## src/rtl/noc_pkg.sv

```systemverilog
// Shared NoC definitions: flit type codes, type-field geometry, VC state enum and
// index-width helpers.
package noc_pkg;

    localparam int unsigned TYPE_W = 2;

    localparam logic [TYPE_W-1:0] FLIT_BODY     = 2'b00;
    localparam logic [TYPE_W-1:0] FLIT_HEAD     = 2'b01;
    localparam logic [TYPE_W-1:0] FLIT_TAIL     = 2'b10;
    localparam logic [TYPE_W-1:0] FLIT_HEADTAIL = 2'b11;

    typedef enum logic [1:0] {
        VcIdle,
        VcAlloc,
        VcActive
    } vc_state_e;

    // Index width that stays legal (>=1) even for a single-entry range.
    function automatic int unsigned idx_w(input int unsigned n);
        return (n > 1) ? $clog2(n) : 1;
    endfunction

endpackage

```

## src/rtl/vc_fifo.sv

```systemverilog
// Per-VC circular flit buffer with occupancy count and a registered not-full flag.
module vc_fifo #(
    parameter int unsigned DEPTH  = 4,
    parameter int unsigned DATA_W = 35,
    localparam int unsigned AW    = $clog2(DEPTH)
) (
    input  logic              clk,
    input  logic              rst_,
    input  logic              wr_en,
    input  logic [DATA_W-1:0] wr_data,
    input  logic              rd_en,
    output logic [DATA_W-1:0] rd_data,
    output logic              full,
    output logic              empty,
    output logic              ordy
);

    logic [DATA_W-1:0] mem_q [DEPTH];
    logic [AW-1:0]     wptr_q, rptr_q;
    logic [AW:0]       count_q, count_d;
    logic              do_wr, do_rd;

    assign full    = (count_q == (AW+1)'(DEPTH));
    assign empty   = (count_q == '0);
    assign do_wr   = wr_en && !full;
    assign do_rd   = rd_en && !empty;
    assign rd_data = mem_q[rptr_q];

    always_comb begin
        count_d = count_q;
        if (do_wr && !do_rd) begin
            count_d = count_q + (AW+1)'(1);
        end else if (do_rd && !do_wr) begin
            count_d = count_q - (AW+1)'(1);
        end
    end

    always_ff @(posedge clk) begin
        if (rst_) begin
            wptr_q  <= '0;
            rptr_q  <= '0;
            count_q <= '0;
            ordy    <= 1'b1;
        end else begin
            if (do_wr) begin
                mem_q[wptr_q] <= wr_data;
                wptr_q        <= wptr_q + AW'(1);
            end
            if (do_rd) begin
                rptr_q <= rptr_q + AW'(1);
            end
            count_q <= count_d;
            ordy    <= (count_d != (AW+1)'(DEPTH));
        end
    end

endmodule

```

## src/rtl/inputc_nvc.sv

```systemverilog
// Router input channel: one link demuxed into NVC VC FIFOs, per-VC packet FSMs,
// round-robin crossbar request and a registered output flit stage.
module inputc_nvc
    import noc_pkg::*;
#(
    parameter int unsigned NVC       = 4,
    parameter int unsigned DEPTH     = 4,
    parameter int unsigned NPORT     = 5,
    parameter int unsigned DATA_W    = 35,
    parameter int unsigned ROUTE_LSB = 0,
    localparam int unsigned VCW      = idx_w(NVC),
    localparam int unsigned PORTW    = idx_w(NPORT)
) (
    input  logic                 clk,
    input  logic                 rst_,
    input  logic [DATA_W-1:0]    idata,
    input  logic                 ivalid,
    input  logic [VCW-1:0]       ivch,
    output logic [NVC-1:0]       ordy,
    output logic [NVC-1:0]       oack,
    output logic [NVC-1:0]       olck,
    input  logic [NPORT*NVC-1:0] irdy,
    input  logic [NPORT*NVC-1:0] ilck,
    input  logic [NPORT-1:0]     grt,
    output logic                 req,
    output logic [PORTW-1:0]     port,
    output logic [DATA_W-1:0]    odata,
    output logic                 ovalid,
    output logic [VCW-1:0]       ovch,
    output logic                 err
);

    logic [NVC-1:0]    wr_en, pop, full, empty, elig, discard, free_ok;
    logic [DATA_W-1:0] head [NVC];
    vc_state_e         state_q [NVC];
    logic [PORTW-1:0]  vport_q [NVC];
    logic [VCW-1:0]    vovc_q [NVC];
    logic [VCW-1:0]    free_vc [NVC];
    logic [VCW-1:0]    rr_q, winner;
    logic [NVC-1:0]    rot;
    logic [NPORT-1:0]  gsh;
    logic              send, err_q;

    // Out-of-range (port, vc) pairs shift to zero, so they read as not ready / not free.
    function automatic logic bit_at(input logic [NPORT*NVC-1:0] vec, input logic [PORTW-1:0] p,
                                    input logic [VCW-1:0] c);
        logic [NPORT*NVC-1:0] sh;
        sh = vec >> (int'(p) * NVC + int'(c));
        return sh[0];
    endfunction

    for (genvar g = 0; g < NVC; g++) begin : g_vc
        assign wr_en[g] = ivalid && (ivch == VCW'(g));
        assign olck[g]  = (state_q[g] != VcIdle);

        vc_fifo #(
            .DEPTH  (DEPTH),
            .DATA_W (DATA_W)
        ) u_fifo (
            .clk     (clk),
            .rst_    (rst_),
            .wr_en   (wr_en[g]),
            .wr_data (idata),
            .rd_en   (pop[g]),
            .rd_data (head[g]),
            .full    (full[g]),
            .empty   (empty[g]),
            .ordy    (ordy[g])
        );
    end

    // Type bit DATA_W-2 marks a head, bit DATA_W-1 marks a tail.
    always_comb begin
        elig    = '0;
        discard = '0;
        free_ok = '0;
        for (int v = 0; v < NVC; v++) begin
            free_vc[v] = '0;
            elig[v]    = (state_q[v] == VcActive) && !empty[v] &&
                         bit_at(irdy, vport_q[v], vovc_q[v]);
            discard[v] = (state_q[v] == VcIdle) && !empty[v] && !head[v][DATA_W-2];
            for (int c = NVC - 1; c >= 0; c--) begin
                if (bit_at(~ilck, vport_q[v], VCW'(c))) begin
                    free_ok[v] = 1'b1;
                    free_vc[v] = VCW'(c);
                end
            end
        end
    end

    always_comb begin
        req    = 1'b0;
        winner = '0;
        rot    = '0;
        for (int i = 0; i < NVC; i++) begin
            rot = elig >> ((int'(rr_q) + i) % NVC);
            if (!req && rot[0]) begin
                req    = 1'b1;
                winner = VCW'((int'(rr_q) + i) % NVC);
            end
        end
        port = req ? vport_q[winner] : '0;
        gsh  = grt >> port;
        send = req && gsh[0];
        pop  = discard;
        if (send) begin
            pop[winner] = 1'b1;
        end
    end

    assign oack = pop;
    assign err  = err_q;

    always_ff @(posedge clk) begin
        if (rst_) begin
            for (int v = 0; v < NVC; v++) begin
                state_q[v] <= VcIdle;
                vport_q[v] <= '0;
                vovc_q[v]  <= '0;
            end
            rr_q   <= '0;
            err_q  <= 1'b0;
            odata  <= '0;
            ovalid <= 1'b0;
            ovch   <= '0;
        end else begin
            for (int v = 0; v < NVC; v++) begin
                unique case (state_q[v])
                    VcIdle: begin
                        if (!empty[v] && head[v][DATA_W-2]) begin
                            vport_q[v] <= head[v][ROUTE_LSB +: PORTW];
                            state_q[v] <= VcAlloc;
                        end
                    end
                    VcAlloc: begin
                        if (free_ok[v]) begin
                            vovc_q[v]  <= free_vc[v];
                            state_q[v] <= VcActive;
                        end
                    end
                    VcActive: begin
                        if (send && winner == VCW'(v) && head[v][DATA_W-1]) begin
                            state_q[v] <= VcIdle;
                        end
                    end
                    default: state_q[v] <= VcIdle;
                endcase
            end
            if ((wr_en & full) != '0 || discard != '0) begin
                err_q <= 1'b1;
            end
            ovalid <= send;
            odata  <= send ? head[winner] : '0;
            ovch   <= send ? vovc_q[winner] : '0;
            if (send) begin
                rr_q <= (winner == VCW'(NVC - 1)) ? '0 : winner + VCW'(1);
            end
        end
    end

endmodule

```

## config.mk

```make
export PLATFORM = sky130hd
export DESIGN_NAME = inputc_nvc
export DESIGN_NICKNAME = d
export VERILOG_FILES = /design/src/rtl/noc_pkg.sv /design/src/rtl/vc_fifo.sv /design/src/rtl/inputc_nvc.sv
export SDC_FILE = /design/constraint.sdc
export NUM_CORES = 1
export LEC_CHECK = 0
export BUFFER_PORTS_ARGS = -buffer_cell sky130_fd_sc_hd__buf_4
export CAP_MARGIN = 25
export CORE_MARGIN = 5
export CORE_UTILIZATION = 66
export CTS_CLUSTER_SIZE = 25
export DETAILED_ROUTE_END_ITERATION = 10
export PLACE_DENSITY = 0.85
export SLEW_MARGIN = 20
export SYNTH_ARGS = -nofsm -noshare
export SYNTH_HDL_FRONTEND = slang
export SYNTH_SLANG_ARGS = --single-unit
export TNS_END_PERCENT = 10
```

## constraint.sdc

```tcl
create_clock -name clk -period 8.5 [get_ports clk]
set_input_delay 0.425 -clock clk [delete_from_list [all_inputs] [get_ports clk]]
set_output_delay 0.425 -clock clk [all_outputs]
set_load 0.01 [all_outputs]
```

==> Word level (Yosys, flattened, before mapping) <==
Memories as Yosys holds them, arrays and structs flattened. A register that Yosys moved wholly into a read port is not among the register bits.
Cells that the tools add are included.
{ "totals": {"mem_bits_rw": 588, "wordCells": 402, "mem_count": 7, "reg_bits": 71} }
{ "mem_list": {"columns": ["name", "depth", "word_bits", "rd", "rd_ports_with_merged_regs", "write_ports", "line_no", "text"], "rows": [
  ["g_vc[0].u_fifo.mem_q", 4, 35, 1, 1, 1, "vc_fifo.sv:18", "logic [DATA_W-1:0] mem_q [DEPTH];"],
  ["g_vc[1].u_fifo.mem_q", 4, 35, 1, 1, 1, "vc_fifo.sv:18", null],
  ["g_vc[2].u_fifo.mem_q", 4, 35, 1, 1, 1, "vc_fifo.sv:18", null],
  ["g_vc[3].u_fifo.mem_q", 4, 35, 1, 1, 1, "vc_fifo.sv:18", null],
  ["vport_q", 4, 3, 5, 0, 4, "inputc_nvc.sv:36", "logic [PORTW-1:0] vport_q [NVC];"],
  ["state_q", 4, 2, 4, 0, 4, "inputc_nvc.sv:35", "vc_state_e state_q [NVC];"],
  ["+1 memories", null, null, null, null, null, null, null]
]} }
{ "op_classes": {"n_lt_le_gt_ge": 3, "eq_ne": 22, "n_reduce_logical": 98, "mux": 162, "n_bitwise": 29, "n_addsub": 36, "n_shift": 25} }
{ "op_table": {"columns": ["operator", "n"], "rows": [
  ["$shr 20x6->1", 16],
  ["$mux 2", 49],
  ["$mux 1", 95],
  ["$shr 20x5->1", 4],
  ["$bmux 35 s2", 1],
  ["$mux 35", 2],
  ["$logic_and 1x1->1", 53],
  ["$add 5x2->6 const B", 8],
  ["$mux 3", 13],
  ["$add 5x1->6 const B", 4],
  ["$add 5x2->6", 4],
  ["$or 1x1->1", 24],
  ["$logic_not 1->1", 23],
  ["$add 2x1->2 const B", 10],
  ["$not 20->20", 1],
  ["$eq 2x2->1 const B", 8],
  ["$shr 4x2->1", 4],
  ["$add 3x1->3 const B", 4],
  ["$eq 2x1->1 const B", 6],
  ["$eq 3x3->1 const B", 4],
  ["$logic_not 2->1", 6],
  ["$logic_not 3->1", 4],
  ["$ne 3x3->1 const B", 4],
  ["$reduce_or 3->1", 4],
  ["other kinds (16)", 24]
]} }

==> Longest topological paths before layout <==
An unclocked memory read counts as a cell.
{ "logic_depth": {"depth_word": 27, "depth_mapped": 21, "mapped_depth_nobuf": 17} }

==> By module <==
Synthesis repeated with hierarchy kept, for this count alone.
{ "unflattened": {"hier_cells": 1598, "area_unflattened_um2": 28289.6} }
{ "modules_own_cells": {"columns": ["module", "cells_each", "area_per_inst_um2", "instances"], "rows": [
  ["vc_fifo (g_vc[0].u_fifo ...)", 251, 5675.4, 3],
  ["inputc_nvc", 596, 5645.4, 1],
  ["vc_fifo (g_vc[3].u_fifo)", 249, 5617.9, 1]
]} }

==> Worst setup path before layout <==
No wires, ideal clock.
{ "synth_timing": {"path_type": "register to register", "from": "mem vport_q[1][0] (netlist bit)", "to": "reg g_vc[3].u_fifo.ordy", "slack_ns": 4.280, "arrival_time_ns": 4.098, "setup_time_ns": 0.122, "n_path_buf": 4, "required_ns": 8.378, "path_stages_with_launch": 16, "path_cell_list": "edfxtp_1 -> clkbuf_1 -> or3b_2 -> o211ai_1 -> a221oi_1 -> or3b_1 -> o2111a_1 -> or2_1 -> buf_6 -> clkbuf_1 -> clkbuf_1 -> ha_1 -> o21ai_0 -> nor3_1 -> or4b_1 -> a311o_1"} }
{ "synth_lines": {"columns": ["element", "line_no", "text"], "rows": [
  ["start, declared", "inputc_nvc.sv:36", null],
  ["end signal, assigned", "vc_fifo.sv:53", "ordy <= (count_d != (AW+1)'(DEPTH));"],
  ["end, declared", "vc_fifo.sv:15", "output logic ordy"]
]} }

==> flow_metrics.env <==
export IMPL_outcome="complete, no violations"
export IMPL_regToRegEndpoint="state_q[2][0]"
export IMPL_synth_simple_gate_area_share_pct=5.49
export IMPL_setup_tns_final_ns=0
export IMPL_cellLeakagePower_uw=0.0108
export IMPL_cap_violations=0
export IMPL_critPathCaptureType="flop"
export IMPL_avgSynthCellArea_sq_um=17.8
export IMPL_rsz0062_at_grt="false"
export IMPL_die_height_microns=216
export IMPL_grt_pass1_vias=16934
export IMPL_start_util_pct=66.7
export IMPL_drt_iter0_drc=2253
export IMPL_r2r_slack_ns=2.42
export IMPL_criticalPathCategory="flop to flop"
export IMPL_yosys_area_top_type="edfxtp_1"
export IMPL_yosysTopAreaCellShare_pct=63.1
export IMPL_fp_row_count=75
export IMPL_max_freq_ghz=0.164
export IMPL_synthTopCellsByArea="edfxtp_1 (63%), mux4_2 (14%), dfxtp_1 (5.8%)"
export IMPL_r2r_cells=16
export IMPL_die_w_microns=216
export IMPL_vias_per_cell=7.12
export IMPL_core_region_area_sq_mm=0.0419
export IMPL_wl_met1_microns=25600
export IMPL_vias=16353
export IMPL_root_buffer="clkbuf_16"
export IMPL_hold_class="input port to flop"
export IMPL_ant_nets=0
export IMPL_ys_seq_area_share_pct=68.9
export IMPL_crit_buf_inv=3
export IMPL_numCtsBuffers=60
export IMPL_fin_crit_sh_pct=71.5
export IMPL_pin_count=140
export IMPL_cts_tree="yes"
export IMPL_fin_skew_ns=0.0315
export IMPL_crit_family="compound AO/OA/AOI/OAI gates"
export IMPL_cts_max_path_buffers=3
export IMPL_crit_end="state_q[2][0]"
export IMPL_path_clk_slew_ns=0.07
export IMPL_irDropWorstVdd_uv=221
export IMPL_synth_cell_type_count=81
export IMPL_n_fill_cell=2248
export IMPL_gp_congestion=0.965
export IMPL_areaGrowthSynthToFinish_pct=13.3
export IMPL_antenna_found_initial=1
export IMPL_synth_fp_nets=1691
export IMPL_slew_headroom_pct=22.5
export IMPL_wl_microns=74100
export IMPL_dpl_hpwl_microns=39100
export IMPL_drive_gt1_share_pct=28.2
export IMPL_grt_ovfl_total=0
export IMPL_first_pass_iters=6
export IMPL_dieArea_sq_mm=0.0466
export IMPL_post_route_util_pct=75.5
export IMPL_min_path_cells=1
export IMPL_grt_pass1_wl_microns=110000
export IMPL_hold_violations=0
export IMPL_yosys_area_share_adder_pct=1.50
export IMPL_track_usage_pct=31.8
export IMPL_synth_edf_count=588
export IMPL_critPathSlowestCell="buf_4"
export IMPL_synth_top_family_by_area="multiplexers"
export IMPL_path_depth=16
export IMPL_synthArstFlopShare_pct=0
export IMPL_pre_cts_ws_ns=2.74
export IMPL_ctsResizeCount=0
export IMPL_met3_wirelength_microns=8690
export IMPL_synth_common_cells="edfxtp_1 (588), mux4_2 (173), dfxtp_1 (81)"
export IMPL_synth_flop_cell="edfxtp_1"
export IMPL_cts_setup_buffers=0
export IMPL_yosysWarnings=0
export IMPL_ys_seq_elements=669
export IMPL_syn_cell_area_sq_mm=0.0280
export IMPL_insertion_delay_ns=0.64
export IMPL_yosysMostFrequentCell="edfxtp_1"
export IMPL_hp_start="idata[6]"
export IMPL_io_buffers=139
export IMPL_pwr_density_cell_mw_per_mm2=248
export IMPL_worst_pin_slew_ns=1.16
export IMPL_cp_slowest_stage_delay_ns=0.77
export IMPL_grt_max_degree=80
export IMPL_synth_xor_area_share_pct=0.617
export IMPL_syn_inst=1574
export IMPL_wl_met2_microns=36400
export IMPL_cp_cell_sequence="nor2_1, nand3_1, a221oi_1, or3b_1, o2111a_1, or2_4, buf_4, a211oi_1, o22ai_1, o211a_4, a21o_1, nand2_2, buf_12, inv_1, nand4_1, nand4_1"
export IMPL_drc_errors=0
export IMPL_fin_ws_ns=2.42
export IMPL_arrival_ns=6.42
export IMPL_cts_sinks=669
export IMPL_setup_viol=0
export IMPL_num_nets_final=1822
export IMPL_hold_worst_slack_ns=0.0810
export IMPL_maxUsedRoutingLayer="met4"
export IMPL_start_kind="flop"
export IMPL_synthMuxAreaShare_pct=15.8
export IMPL_min_period_ns=6.08
export IMPL_cts_hold_buffers=0
export IMPL_synth_compound_area_share_pct=5.42
export IMPL_critPathMostFrequentCell="nand4_1"
export IMPL_crit_required_ns=8.84
export IMPL_crit_start="vport_q[1][0]"
export IMPL_rr_startpoint="vport_q[1][0]"
export IMPL_cts_htree_levels=2
export IMPL_crit_fanout=79
export IMPL_maxSlewViolCount=0
export IMPL_avgRoutedWirePerCell_microns=32.3
==> cell usage in the layout, fill, tap and decap left out, types with 9 or more instances in the layout <==
| cell | count |
|---|---|
| edfxtp_1 | 588 |
| mux4_2 | 173 |
| buf_4 | 163 |
| a211oi_1 | 77 |
| dfxtp_1 | 73 |
| clkbuf_16 | 60 |
| nor2_1 | 59 |
| nand2_1 | 49 |
| inv_1 | 44 |
| mux2i_1 | 43 |
| and3_1 | 38 |
| ha_1 | 32 |
| o21ai_0 | 26 |
| nor2b_1 | 23 |
| nand3_1 | 21 |
| a21oi_1 | 17 |
| nor3_1 | 15 |
| clkinv_2 | 12 |
| and2_2 | 12 |
| clkbuf_1 | 12 |
| a31oi_1 | 11 |
| xnor2_1 | 11 |
| clkbuf_8 | 10 |
| mux2_2 | 9 |
==> registers in the layout (all words and copies together), names as in the netlist, named ones only <==
name	cells
rr_q	2
g_vc.u_fifo.mem_q	560
vovc_q	8
odata	35
err	1
vport_q	12
ovch	2
g_vc.u_fifo.ordy	4
g_vc.u_fifo.count_q	12
g_vc.u_fifo.rptr_q	8
ovalid	1
g_vc.u_fifo.wptr_q	8
state_q	8
==> worst min path at each step <==
stage,to,slack [ns]
after global routing,g_vc[2].u_fifo.mem_q[1][9],0.06
after floorplan,rr_q[1],0.47
after CTS,g_vc[2].u_fifo.mem_q[1][9],0.06
after detailed placement,g_vc[3].u_fifo.wptr_q[1],0.51
final,g_vc[1].u_fifo.mem_q[0][6],0.08
after global placement,g_vc[3].u_fifo.wptr_q[1],0.48
==> through the flow <==
step / power, uW / std cells / instance area, sq um
after floorplan: 4610 / 1574 / 28000
after global placement: 5000 / 2177 / 29500
after detailed placement: 5040 / 2179 / 29500
after CTS: 7870 / 2293 / 31600
after global routing: 8150 / 2297 / 31700
final: 7870 / 2297 / 31700
==> final cells by class <==
type                            instances  area, sq um  area share [%]
Sequential cell                       669        19300            60.9
Multi-Input combinational cell        761         8120            25.6
Clock buffer                           82         1680            5.32
Timing Repair Buffer                  168         1350            4.25
Tap cell                              539          674            2.13
Clock inverter                         32          398            1.26
Inverter                               45          170           0.537
Antenna cell                            1         2.50         0.00790
==> logic make-up (layout without fill, tap and decap cells) <==
| logic type | Yosys count | in the layout |
|---|---|---|
| AO/OA/AOI/OAI | 203 | 203 |
| XOR/XNOR | 15 | 15 |
| adder cells (fa/ha/maj) | 34 | 34 |
| buffers and inverters | 144 | 327 |
| flip-flops | 669 | 669 |
| multiplexers | 225 | 225 |
| other | 0 | 1 |
| AND/OR/NAND/NOR | 284 | 284 |
==> report_power, final <==
part	internal, uW	total (uW)	switching (uW)
combinational	496	1220	729
clock	1640	2860	1220
sequential	3680	3790	111
==> metal layers <==
layer,vias up,track usage [%]
met5,-,0
met1,8164,42.4
met4,0,12.8
li1,6619,-
met3,238,6.92
met2,1332,52.3
No activity file was read; power rests on OpenSTA's default activity.
